## src/rtl/mux81_rr_scheduler.sv

```systemverilog
//------------------------------------------------------------------------------
// mux81_rr_scheduler : round-robin owner of a shared 8:1 mux (CSn/A/GNT)
// Revision 1.0
//------------------------------------------------------------------------------
`default_nettype none

module mux81_rr_scheduler #(
  parameter int HOLD_MAX   = 16,
  parameter int GAP_CYCLES = 1
) (
  input  logic       CLK,
  input  logic       RST,
  input  logic [7:0] REQ,
  output logic [7:0] GNT,
  output logic       CSn,
  output logic [2:0] A,
  output logic       BUSY
);

  localparam int HW = $clog2(HOLD_MAX + 1);
  localparam int GW = $clog2(GAP_CYCLES + 1);
  localparam logic [HW-1:0] HOLD_LAST = HW'(HOLD_MAX - 1);
  localparam logic [GW-1:0] GAP_LAST  = GW'(GAP_CYCLES - 1);

  typedef enum logic [1:0] {
    ST_IDLE  = 2'd0,
    ST_GRANT = 2'd1,
    ST_GAP   = 2'd2
  } state_e;

  state_e          state_q, state_d;
  logic [7:0]      gnt_q, gnt_d;
  logic            csn_q, csn_d;
  logic [2:0]      a_q, a_d;
  logic            busy_q, busy_d;
  logic [2:0]      ptr_q, ptr_d;
  logic [HW-1:0]   hold_cnt_q, hold_cnt_d;
  logic [GW-1:0]   gap_cnt_q, gap_cnt_d;

  logic            arb_found;
  logic [2:0]      arb_win;
  logic [2:0]      arb_idx;

  // Search starts one past the last owner so a hogging channel goes to the back.
  always_comb begin
    arb_found = 1'b0;
    arb_win   = 3'd0;
    arb_idx   = 3'd0;
    for (int k = 1; k <= 8; k++) begin
      arb_idx = ptr_q + 3'(k);
      if (!arb_found && REQ[arb_idx]) begin
        arb_found = 1'b1;
        arb_win   = arb_idx;
      end
    end
  end

  always_comb begin
    state_d    = state_q;
    gnt_d      = gnt_q;
    csn_d      = csn_q;
    a_d        = a_q;
    busy_d     = busy_q;
    ptr_d      = ptr_q;
    hold_cnt_d = hold_cnt_q;
    gap_cnt_d  = gap_cnt_q;

    case (state_q)
      ST_IDLE: begin
        if (arb_found) begin
          state_d    = ST_GRANT;
          a_d        = arb_win;
          gnt_d      = 8'b1 << arb_win;
          csn_d      = 1'b0;
          busy_d     = 1'b1;
          hold_cnt_d = '0;
        end
      end
      ST_GRANT: begin
        // Request drop and hold expiry collapse into one release.
        if (!REQ[a_q] || (hold_cnt_q == HOLD_LAST)) begin
          state_d   = ST_GAP;
          csn_d     = 1'b1;
          gnt_d     = 8'h00;
          ptr_d     = a_q;
          gap_cnt_d = '0;
        end else begin
          hold_cnt_d = hold_cnt_q + HW'(1);
        end
      end
      ST_GAP: begin
        if (gap_cnt_q == GAP_LAST) begin
          if (arb_found) begin
            state_d    = ST_GRANT;
            a_d        = arb_win;
            gnt_d      = 8'b1 << arb_win;
            csn_d      = 1'b0;
            busy_d     = 1'b1;
            hold_cnt_d = '0;
          end else begin
            state_d = ST_IDLE;
            busy_d  = 1'b0;
          end
        end else begin
          gap_cnt_d = gap_cnt_q + GW'(1);
        end
      end
      default: begin
        state_d = ST_IDLE;
        gnt_d   = 8'h00;
        csn_d   = 1'b1;
        busy_d  = 1'b0;
      end
    endcase
  end

  always_ff @(posedge CLK) begin
    if (RST) begin
      state_q    <= ST_IDLE;
      gnt_q      <= 8'h00;
      csn_q      <= 1'b1;
      a_q        <= 3'd0;
      busy_q     <= 1'b0;
      ptr_q      <= 3'd7;
      hold_cnt_q <= '0;
      gap_cnt_q  <= '0;
    end else begin
      state_q    <= state_d;
      gnt_q      <= gnt_d;
      csn_q      <= csn_d;
      a_q        <= a_d;
      busy_q     <= busy_d;
      ptr_q      <= ptr_d;
      hold_cnt_q <= hold_cnt_d;
      gap_cnt_q  <= gap_cnt_d;
    end
  end

  assign GNT  = gnt_q;
  assign CSn  = csn_q;
  assign A    = a_q;
  assign BUSY = busy_q;

endmodule

`default_nettype wire

```

## config.mk

```make
export PLATFORM = sky130hd
export DESIGN_NAME = mux81_rr_scheduler
export DESIGN_NICKNAME = d
export VERILOG_FILES = /design/src/rtl/mux81_rr_scheduler.sv
export SDC_FILE = /design/constraint.sdc
export NUM_CORES = 1
export LEC_CHECK = 0
export BUFFER_PORTS_ARGS = -buffer_cell sky130_fd_sc_hd__buf_2
export CORE_MARGIN = 4
export CORE_UTILIZATION = 45
export DETAILED_ROUTE_END_ITERATION = 12
export PLACE_DENSITY_LB_ADDON = 0.05
export SLEW_MARGIN = 25
export SYNTH_ARGS = -nofsm -noshare
export SYNTH_HDL_FRONTEND = slang
export SYNTH_SLANG_ARGS = --single-unit
```

## constraint.sdc

```tcl
create_clock -name CLK -period 8.2 [get_ports CLK]
set_clock_uncertainty 0.1 [all_clocks]
set_input_delay 0.82 -clock CLK [delete_from_list [all_inputs] [get_ports CLK]]
set_output_delay 0.82 -clock CLK [all_outputs]
set_load 0.05 [all_outputs]
```

======== After elaboration in Yosys (flattened, before gate mapping) ========
Cells that the tools add are included.
storage, ports and cells
  bits in registers ....................... 24
  input port bits ......................... 10
  output and inout port bits .............. 13
  word-level logic and storage cells ...... 123
operators by class
  add/subtract/negate cells ............... 9
  magnitude comparators ................... 9
  equality and inequality tests ........... 7
  shift-type cells ........................ 1
  multiplexer cells ....................... 61
  bitwise operators ....................... 1
  reductions and logical operators ........ 27
operators with widths
  operator             count
  $lt 3x4->1 const B   9
  $mux 3               10
  $bmux 1 s3           9
  $mux 1               26
  $mux 8               3
  $pmux 8 s3           1
  $mux 5               3
  $pmux 5 s3           1
  $add 3x3->3 const B  4
  $reduce_and 3->1     3
  $logic_not 1->1      8
  $ne 2x2->1 const B   4
  $reduce_and 2->1     4
  $shl 1x3->8 const A  1
  $logic_and 1x1->1    7
  $add 3x2->3 const B  2
  $mux 2               3
  $pmux 1 s3           2
  $pmux 2 s3           1
  $pmux 3 s2           1
  $add 5x1->5 const B  1
  $eq 5x4->1 const B   1
  $reduce_bool 2->1    2
  $add 3x1->3 const B  1
  other kinds (8)      8

======== Depth between registers and ports, before layout ========
Gate-level depths: netlist of the first run.
  depth in word-level cells ............... 29
  depth in mapped cells ................... 13
  depth with buffers taken out ............ 10

======== Least setup slack after synthesis of the first run ========
OpenSTA, ideal clock, no wires.
  path kind ............................... register to register
  start point ............................. register ptr_q[1]
  end point ............................... register gnt_q[7], in the netlist GNT[7]
  data arrival time ....................... 3.245 ns
  data required time ...................... 7.983 ns
  setup slack ............................. 4.738 ns
  stages on the path, launching flop included .. 12
  buffers on the path ..................... 3
  clock period less this slack ............ 3.462 ns
  cells stage by stage .................... dfxtp_1 > buf_2 > buf_1 > inv_1 > ha_1 > clkbuf_1 > mux4_2 > or2_2 > nor2_1 > nand2_4 > o32a_2 > a32o_1
between the ends
  word-level cells in the longest chain between the ends .. 29
RTL lines
  what                          RTL line  text
  from (decl)                   36        logic [2:0] ptr_q, ptr_d;
  from (signal assigned)        133       ptr_q <= ptr_d;
  $add 3x1->3                   50        arb_idx = ptr_q + 3'(k);
  $bmux 1 s3                    51        if (!arb_found && REQ[arb_idx]) begin
  $mux 1 (implied by the code)  51
  $mux 1                        51
  $logic_not 1->1               51
  $logic_and 1x1->1             51
  $mux 1                        51
  $logic_not 1->1               51
  [13 not listed]               n/a
  $mux 1                        51
  $logic_not 1->1               51
  $logic_and 1x1->1             51
  $mux 3                        51
  $shl 1x3->8                   73, 96
  $mux 8 (*)                    70, 93
  $mux 8                        92        if (gap_cnt_q == GAP_LAST) begin
  $pmux 8 s3 (*)                68        case (state_q)
  to (signal assigned)          129       gnt_q <= gnt_d;
  to (decl)                     32        logic [7:0] gnt_q, gnt_d;
Mark *: on every way between the ends. The rest lies on a longest branch, timed or not. The select of a mux whose other input is x is not followed.
A chain may end at the register's enable or synchronous reset.

======== Final worst setup path of the first run ========
  start point ............................. register ptr_q[0]
  end point ............................... register gnt_q[1], in the netlist GNT[1]
Same word-level chain as after synthesis.

==> results list, run 1 <==
- The flow ran to the end, and the final reports show no timing, DRC or antenna violations.
- Instance count of the mapped netlist: 210
- Most frequent standard cell in the layout excluding fill and tap cells: sky130_fd_sc_hd__nor2_1
* Slowest stage cell, crit path: sky130_fd_sc_hd__dfxtp_1
* Total number of vias: 1765
* Final-layout worst hold slack: 375 ps
* Leakage power: 0.859 nW
- Setup Viol. Count Final: 0
* Max-slew violation count: 0
- The later pin in the worst-skew pair is clocked with a latency of 260 ps.
* Count of cells resized by post-cts repair: 0
- Top library cells by usage in the layout, fill and taps aside: sky130_fd_sc_hd__nor2_1 (24), sky130_fd_sc_hd__dfxtp_1 (23), sky130_fd_sc_hd__buf_2 (22)
* Max-capacitance violation count: 0
- Setup repair after global routing left no endpoint under its margin.
- For this run, design rule violations remaining after detail routing come to 0.
- Number of antenna violations at the first check in global routing: 0
- At the pin with the least slew margin, the transition time is 972 ps.
- The core region is approximately 0.0044 mm².
- Number of flops mapped to enable cells by yosys: 0
* Predominant post-synthesis flop cell: sky130_fd_sc_hd__dfxtp_1
* Routed WL per cell: 19.1 µm
- For this run, the number of Yosys warnings is 0.
- The die is 75.5 µm wide.
- Startpoint kind of the worst setup timing path: register
* Fmax: 242 MHz
- Cts hold-fix bufs: 0
* Max stage delay on crit path: 790 ps
- Number of distinct standard cells referenced by the synthesized netlist: 51
- Final worst-path cycle share: 0.505
* Sequential share of the synthesized area: 0.225
* Syn_area_per_cell: approximately 9.8 µm²
- Crit path capture type: register
- The tightest min-delay check is of the reg -> reg type.
- Count of nets after finishing: 234
- Utilization after layout: 0.496
- Fraction of layout instances using a drive strength above 1: 0.324
* Worst Path Max Fanout: 15
* Required time of the critical path: 8260 ps
* Detailed-routing iteration count for the pre-antenna-repair pass: 4
* Share of flip-flops with an asynchronous set or reset: 0
- Number of buffers added by the clock tree synthesis step: 3
* Startpoint-to-endpoint class of the critical path: reg -> reg
- After routing, the total negative slack on setup checks comes to 0 ps.
- TritonCTS built the clock tree.
- Number of violations reported at the end of detailed-routing iteration 0: between 150 and 200
- Post-synth design cell area: 0.00205 mm²
- Clock-pin slew was measured on the worst setup and hold paths at 80 ps.
* Number of flip-flops and latches in the synthesized netlist: 23
- Total inserted antenna cells: 0
- Post-route standard cell area excluding fillers: 0.00218 mm²
* Die Span Y: 75.5 µm
* Wire length of the first global-routing pass: roughly 8.4 mm
- The floorplan step defined a die boundary enclosing 0.00570 mm².
- IO buf count: 22
- STA puts the critical path data arrival time at 4190 ps.
* Critical path cell sequence: inv_2, ha_1, xnor2_1, mux4_1, mux2i_1, o211ai_1, a21oi_1, o32a_2, nor2_1, a22o_1
* Wire length reported by the detailed router: 5.19 mm
- Row generation in the floorplan step produced 24 rows.
- Post-detailed-placement cell area: 0.00213 mm²
* Power per cell area: roughly 360 mW/mm²
* Layout overhead on the synthesized area: 6.17%
* H-tree Lvls: 1
- Total overflow reported by the global router: 0
- Initial core utilization: 0.467
- The number of global-route vias before repair was between 1500 and 2000.
- Detail-routed via count per cell: 6.51
- Slew Limit Headroom: 0.351
- Counting I/O delays and the setup requirement, the final critical path takes roughly 4100 ps.
* Mapped Nets: 224
- Maximum number of pins on one net before global-route repair: 22
* Final-report hold violation count: 0
* Clock sinks: 23
* Tot GR Track Use: 0.191
- Total half-perimeter wirelength after legalization and detailed placement: 3.81 mm
- Post-CTS Repair Setup Buffers: 0
* RePlAce Congestion: 0.945
- In this run the remaining antenna-violating nets after routing total 0.
- IR analysis of the VDD net gives a maximum drop of 0.189 mV.
- 23 I/O pins were placed.
- Clk root buf: sky130_fd_sc_hd__clkbuf_8
* Maximum clock insertion buffer count: 2
## layout make-up
cell class                 instances  area, µm²
tap                               52       65.1
inverter                          11       41.3
clock buffer                       3       41.3
timing repair buffer              22        110
clock inverter                     1       5.00
fill                             410       2210
multi-input combinational        159       1450
sequential                        23        460
## synthesized netlist by cell type (3+ instances only)
cell	count	area, µm²
sky130_fd_sc_hd__inv_1	10	37.5
sky130_fd_sc_hd__nand3_1	4	20.0
sky130_fd_sc_hd__nand2_1	8	30.0
sky130_fd_sc_hd__xor2_1	4	35.0
sky130_fd_sc_hd__nand3b_1	4	30.0
sky130_fd_sc_hd__clkbuf_1	11	41.3
sky130_fd_sc_hd__mux4_2	17	383
sky130_fd_sc_hd__dfxtp_1	23	460
sky130_fd_sc_hd__mux2_2	12	135
sky130_fd_sc_hd__a211oi_1	3	22.5
sky130_fd_sc_hd__and2_1	3	18.8
sky130_fd_sc_hd__or2_2	4	25.0
sky130_fd_sc_hd__nor2b_1	4	25.0
sky130_fd_sc_hd__a21oi_1	8	40.0
sky130_fd_sc_hd__a32o_1	4	40.0
sky130_fd_sc_hd__buf_6	4	45.0
sky130_fd_sc_hd__mux2i_1	8	80.1
sky130_fd_sc_hd__nor2_1	24	90.1
sky130_fd_sc_hd__o21ai_0	6	30.0
sky130_fd_sc_hd__a22o_1	4	35.0
sky130_fd_sc_hd__ha_1	4	50.1
sky130_fd_sc_hd__a211o_1	3	26.3
sky130_fd_sc_hd__a31oi_1	3	18.8
## state kept, by name, indices dropped and copies added, names as in the netlist
name / cells
GNT: 8
CSn: 1
ptr_q: 3
A: 3
BUSY: 1
state_q: 2
hold_cnt_q: 5
## power breakdown
part           switching [mW]  internal [mW]
clock                  0.0336         0.0338
sequential             0.0459          0.140
combinational           0.312          0.212
## logic make-up (layout without fill, tap and decap cells)
kind of cell / count (synthesis) / count (layout) / share of synthesized area
DFF: 23 / 23 / 0.225
and+or+nand+nor: 65 / 65 / 0.172
muxes: 39 / 39 / 0.317
xor gates and xnor gates: 6 / 6 / 0.0256
adders and majority gates: 4 / 4 / 0.0244
buffers and inverters: 28 / 37 / 0.0665
AOI/OAI and AO/OA: 45 / 45 / 0.170
## path summary, 6_finish.rpt
path | from | end | slack [ps] | cells past startpoint
setup reg to reg | ptr_q[0] | GNT[1] | 4060 | 10
hold / removal | GNT[7] | GNT[7] | 370 | 1
hold reg to reg | GNT[7] | GNT[7] | 370 | 1
setup / recovery | ptr_q[0] | GNT[1] | 4060 | 10
## layer usage
layer | vias up | wire [µm] | global-route usage
met3 | 6 | 304 | 0.0158
li1 | 804 | - | -
met4 | 0 | 48 | 0.0408
met2 | 69 | 2680 | 0.345
met1 | 886 | 2160 | 0.247
met5 | - | 0 | 0
## metrics by stage
stage	power, mW	setup WS (ps)	instances
2_1_floorplan	0.607	4740	210
3_3_place_gp	0.696	4260	267
3_5_place_dp	0.706	4100	267
4_1_cts	0.776	4100	271
5_1_grt	0.833	3840	271
6_report	0.777	4060	271
## worst max-delay path: cells and delay by family, from the launching register on
kind	cells	cell delay (ps)
AO/OA/AOI/OAI	4	820
multiplexers	2	890
flip-flops	1	790
buffers and inverters	1	280
AND/OR/NAND/NOR	1	70
adder cells (fa/ha/maj)	1	450
XOR/XNOR	1	630
No activity file was read; power rests on OpenSTA's default activity.
==> run 2, diff against run 1 <==
- clock period: 8.2 -> 4.3 ns (I/O delays scaled with it)
==> run 2 against run 1 <==
  * Final cell count is 1.1% higher
  * Global-route usage increased by 0.68 points
  * Critical path depth stayed put
  * First-iteration DRC count shrank 15%
==> results list, run 2 (synthesized netlist as in run 1, its figures left out) <==
- Among cell families on the critical path, the largest total delay comes from multiplexers.
- Setup violations remaining at the end of the flow were counted as 0.
- TritonCTS built the clock tree.
- For this run the aggregate overflow at the end of global routing stands at 0.
- Pin placement for this block handled 23 I/O pins.
- At the pin with the least slew margin, the transition time is 794 ps.
* Required time of the critical path: 4360 ps
- Total negative slack for setup checks: 0 ps
* Total half-perimeter wirelength after legalization and detailed placement: around 3.8 mm
- The number of antenna violations at the first check in global routing came to 0.
- For this run, the share of the core covered by cells in the final layout is 0.501.
- Setup repair after global routing left no endpoint under its margin.
* Total inserted antenna cells: 0
* Critical Path AT: 3470 ps
- The number of setup buffers added after CTS is 0.
- Timing analysis after detailed placement gives a worst setup slack of 939 ps.
- Classification of the worst-slack hold path: reg -> reg
* Total power of the final layout: 1.49 mW
- Static timing analysis puts the maximum clock frequency at 293 MHz.
- Flip-flop count of the largest register, all copies and words added: 8
- Max-cap violations in this run came to 0.
* Fillers: 417
* Maximum clock insertion buffer count: 2
- Cts hold-fix bufs: 0
* Met2 track utilization from global routing: 0.344
- Count of cells resized by post-cts repair: 0
- Final-report hold violation count: 0
* Leakage power: 0.872 nW
- Run status: finished clean
* H-tree Lvls: 1
- Counting both buffers and inverters, the worst setup path holds a total of 1.
- Wire length reported by the detailed router: a little over 5 mm
* Row cnt: 24
- Detail-routed via count per cell: 6.32
- Global routing met1 resource utilization: 0.249
* Startpoint kind of the worst setup timing path: register
* Fraction of layout instances using a drive strength above 1: 0.333
- For this configuration, the core starts out at a cell density of 0.467.
- The die covers 0.00570 mm².
* Max stage delay on crit path: roughly 620 ps
* Total number of vias: about 1700
* Routed Antenna Nets: 0
- Leaving out fill and tap cells, the most frequent cell in the layout is sky130_fd_sc_hd__nor2_1.
* Power per cell area: 679 mW/mm²
- RePlAce Congestion: between 0.8 and 0.9
* Tot GR Track Use: 0.197
- For this block, the initial DRC count from the detailed router was between 100 and 150.
- Subtracting the final worst setup slack from the clock period gives between 3000 and 4000 ps.
- STA classifies the critical path endpoint as a register.
- The number of global-route vias before repair came to 1779.
* IO buf count: 22
* Maximum ir drop on the vdd rail: 0.411 mV
- Die Span Y: 75.5 µm
* Max-slew violation count: 0
- For this run, design rule violations remaining after detail routing come to 0.
- Wire length of the first global-routing pass: 8.74 mm
- Clock tree synthesis found a total of 23 sinks.
- The worst setup path is of the reg -> reg kind.
- Count of nets after finishing: 237
- The worst path meets setup with 891 ps of slack.
- For this run, global-route usage on met3 was measured as 0.0145.
* Routed WL per cell: 18.9 µm
* Slew Limit Headroom: 0.466
- Critical path cell sequence: inv_2, ha_1, xnor2_1, mux4_1, mux2i_1, o211ai_1, a21oi_1, o32a_2, nor3_2, a22o_1
- The pre-antenna-repair detailed-routing pass consisted of 4 iterations.
* Final worst-path cycle share: 0.793
- Busiest layer in global routing: met2
* Number of buffers added by the clock tree synthesis step: 3
- From synthesis to final layout, the design area changed by 7.27%.
- Slowest stage cell, crit path: sky130_fd_sc_hd__mux4_1
- Die Span X: 75.5 µm
* Placeable core region: 0.00438 mm²
- Worst Path Max Fanout: 11
* Clock slew at reported path FFs: 80 ps
* Top library cells by usage in the layout, fill and taps aside: sky130_fd_sc_hd__nor2_1 (24), sky130_fd_sc_hd__dfxtp_1 (23), sky130_fd_sc_hd__buf_2 (22)
- Entering global routing, the biggest net connects 17 pins.
* Later-pin clock latency in the skew report: between 200 and 300 ps
* Clk root buf: sky130_fd_sc_hd__clkbuf_8
-- run 2: metal layers --
| metal | vias up | share of wire |
|---|---|---|
| met5 | - | 0 |
| met1 | 853 | 0.43 |
| met3 | 9 | 0.050 |
| met2 | 59 | 0.51 |
| li1 | 810 | - |
| met4 | 0 | 0.016 |
-- run 2: final timing paths --
check | start | slack (ps) | end | depth (start not counted)
worst max register to register | ptr_q[0] | 890 | GNT[4] | 10
worst min-delay path | GNT[1] | 370 | GNT[1] | 1
worst max-delay path | ptr_q[0] | 890 | GNT[4] | 10
worst min register to register | GNT[1] | 370 | GNT[1] | 1
-- run 2: power breakdown --
group          internal [mW]  switching [mW]
Clock                 0.0647          0.0676
Combinational          0.414           0.635
Sequential             0.266          0.0452
Total                  0.745           0.748
-- run 2: area by class of cell --
cell class	instances	area, µm²	area share
clock buffers	3	41.3	0.0188
clock inverters	1	5.00	0.00228
inverters	11	41.3	0.0188
multi-input cells	159	1450	0.661
flip-flops and latches	23	460	0.209
well taps	52	65.1	0.0296
repair buffers	25	133	0.0603
-- run 2: worst reg2reg max path, stage by stage (launching register included) --
cell                       delay [ps]
sky130_fd_sc_hd__dfxtp_1          340
sky130_fd_sc_hd__inv_2            110
sky130_fd_sc_hd__ha_1             380
sky130_fd_sc_hd__xnor2_1          560
sky130_fd_sc_hd__mux4_1           620
sky130_fd_sc_hd__mux2i_1          290
sky130_fd_sc_hd__o211ai_1         150
sky130_fd_sc_hd__a21oi_1          210
sky130_fd_sc_hd__o32a_2           270
sky130_fd_sc_hd__nor3_2            70
sky130_fd_sc_hd__a22o_1           200
-- run 2: metrics by stage --
| step | hold WS, ps | cell area, µm² | cells |
|---|---|---|---|
| finish | 374 | 2200 | 274 |
| global route | 394 | 2200 | 274 |
| global placement | 348 | 2150 | 270 |
| floorplan | 351 | 2050 | 210 |
| CTS | 377 | 2200 | 274 |
| detailed placement | 358 | 2150 | 270 |
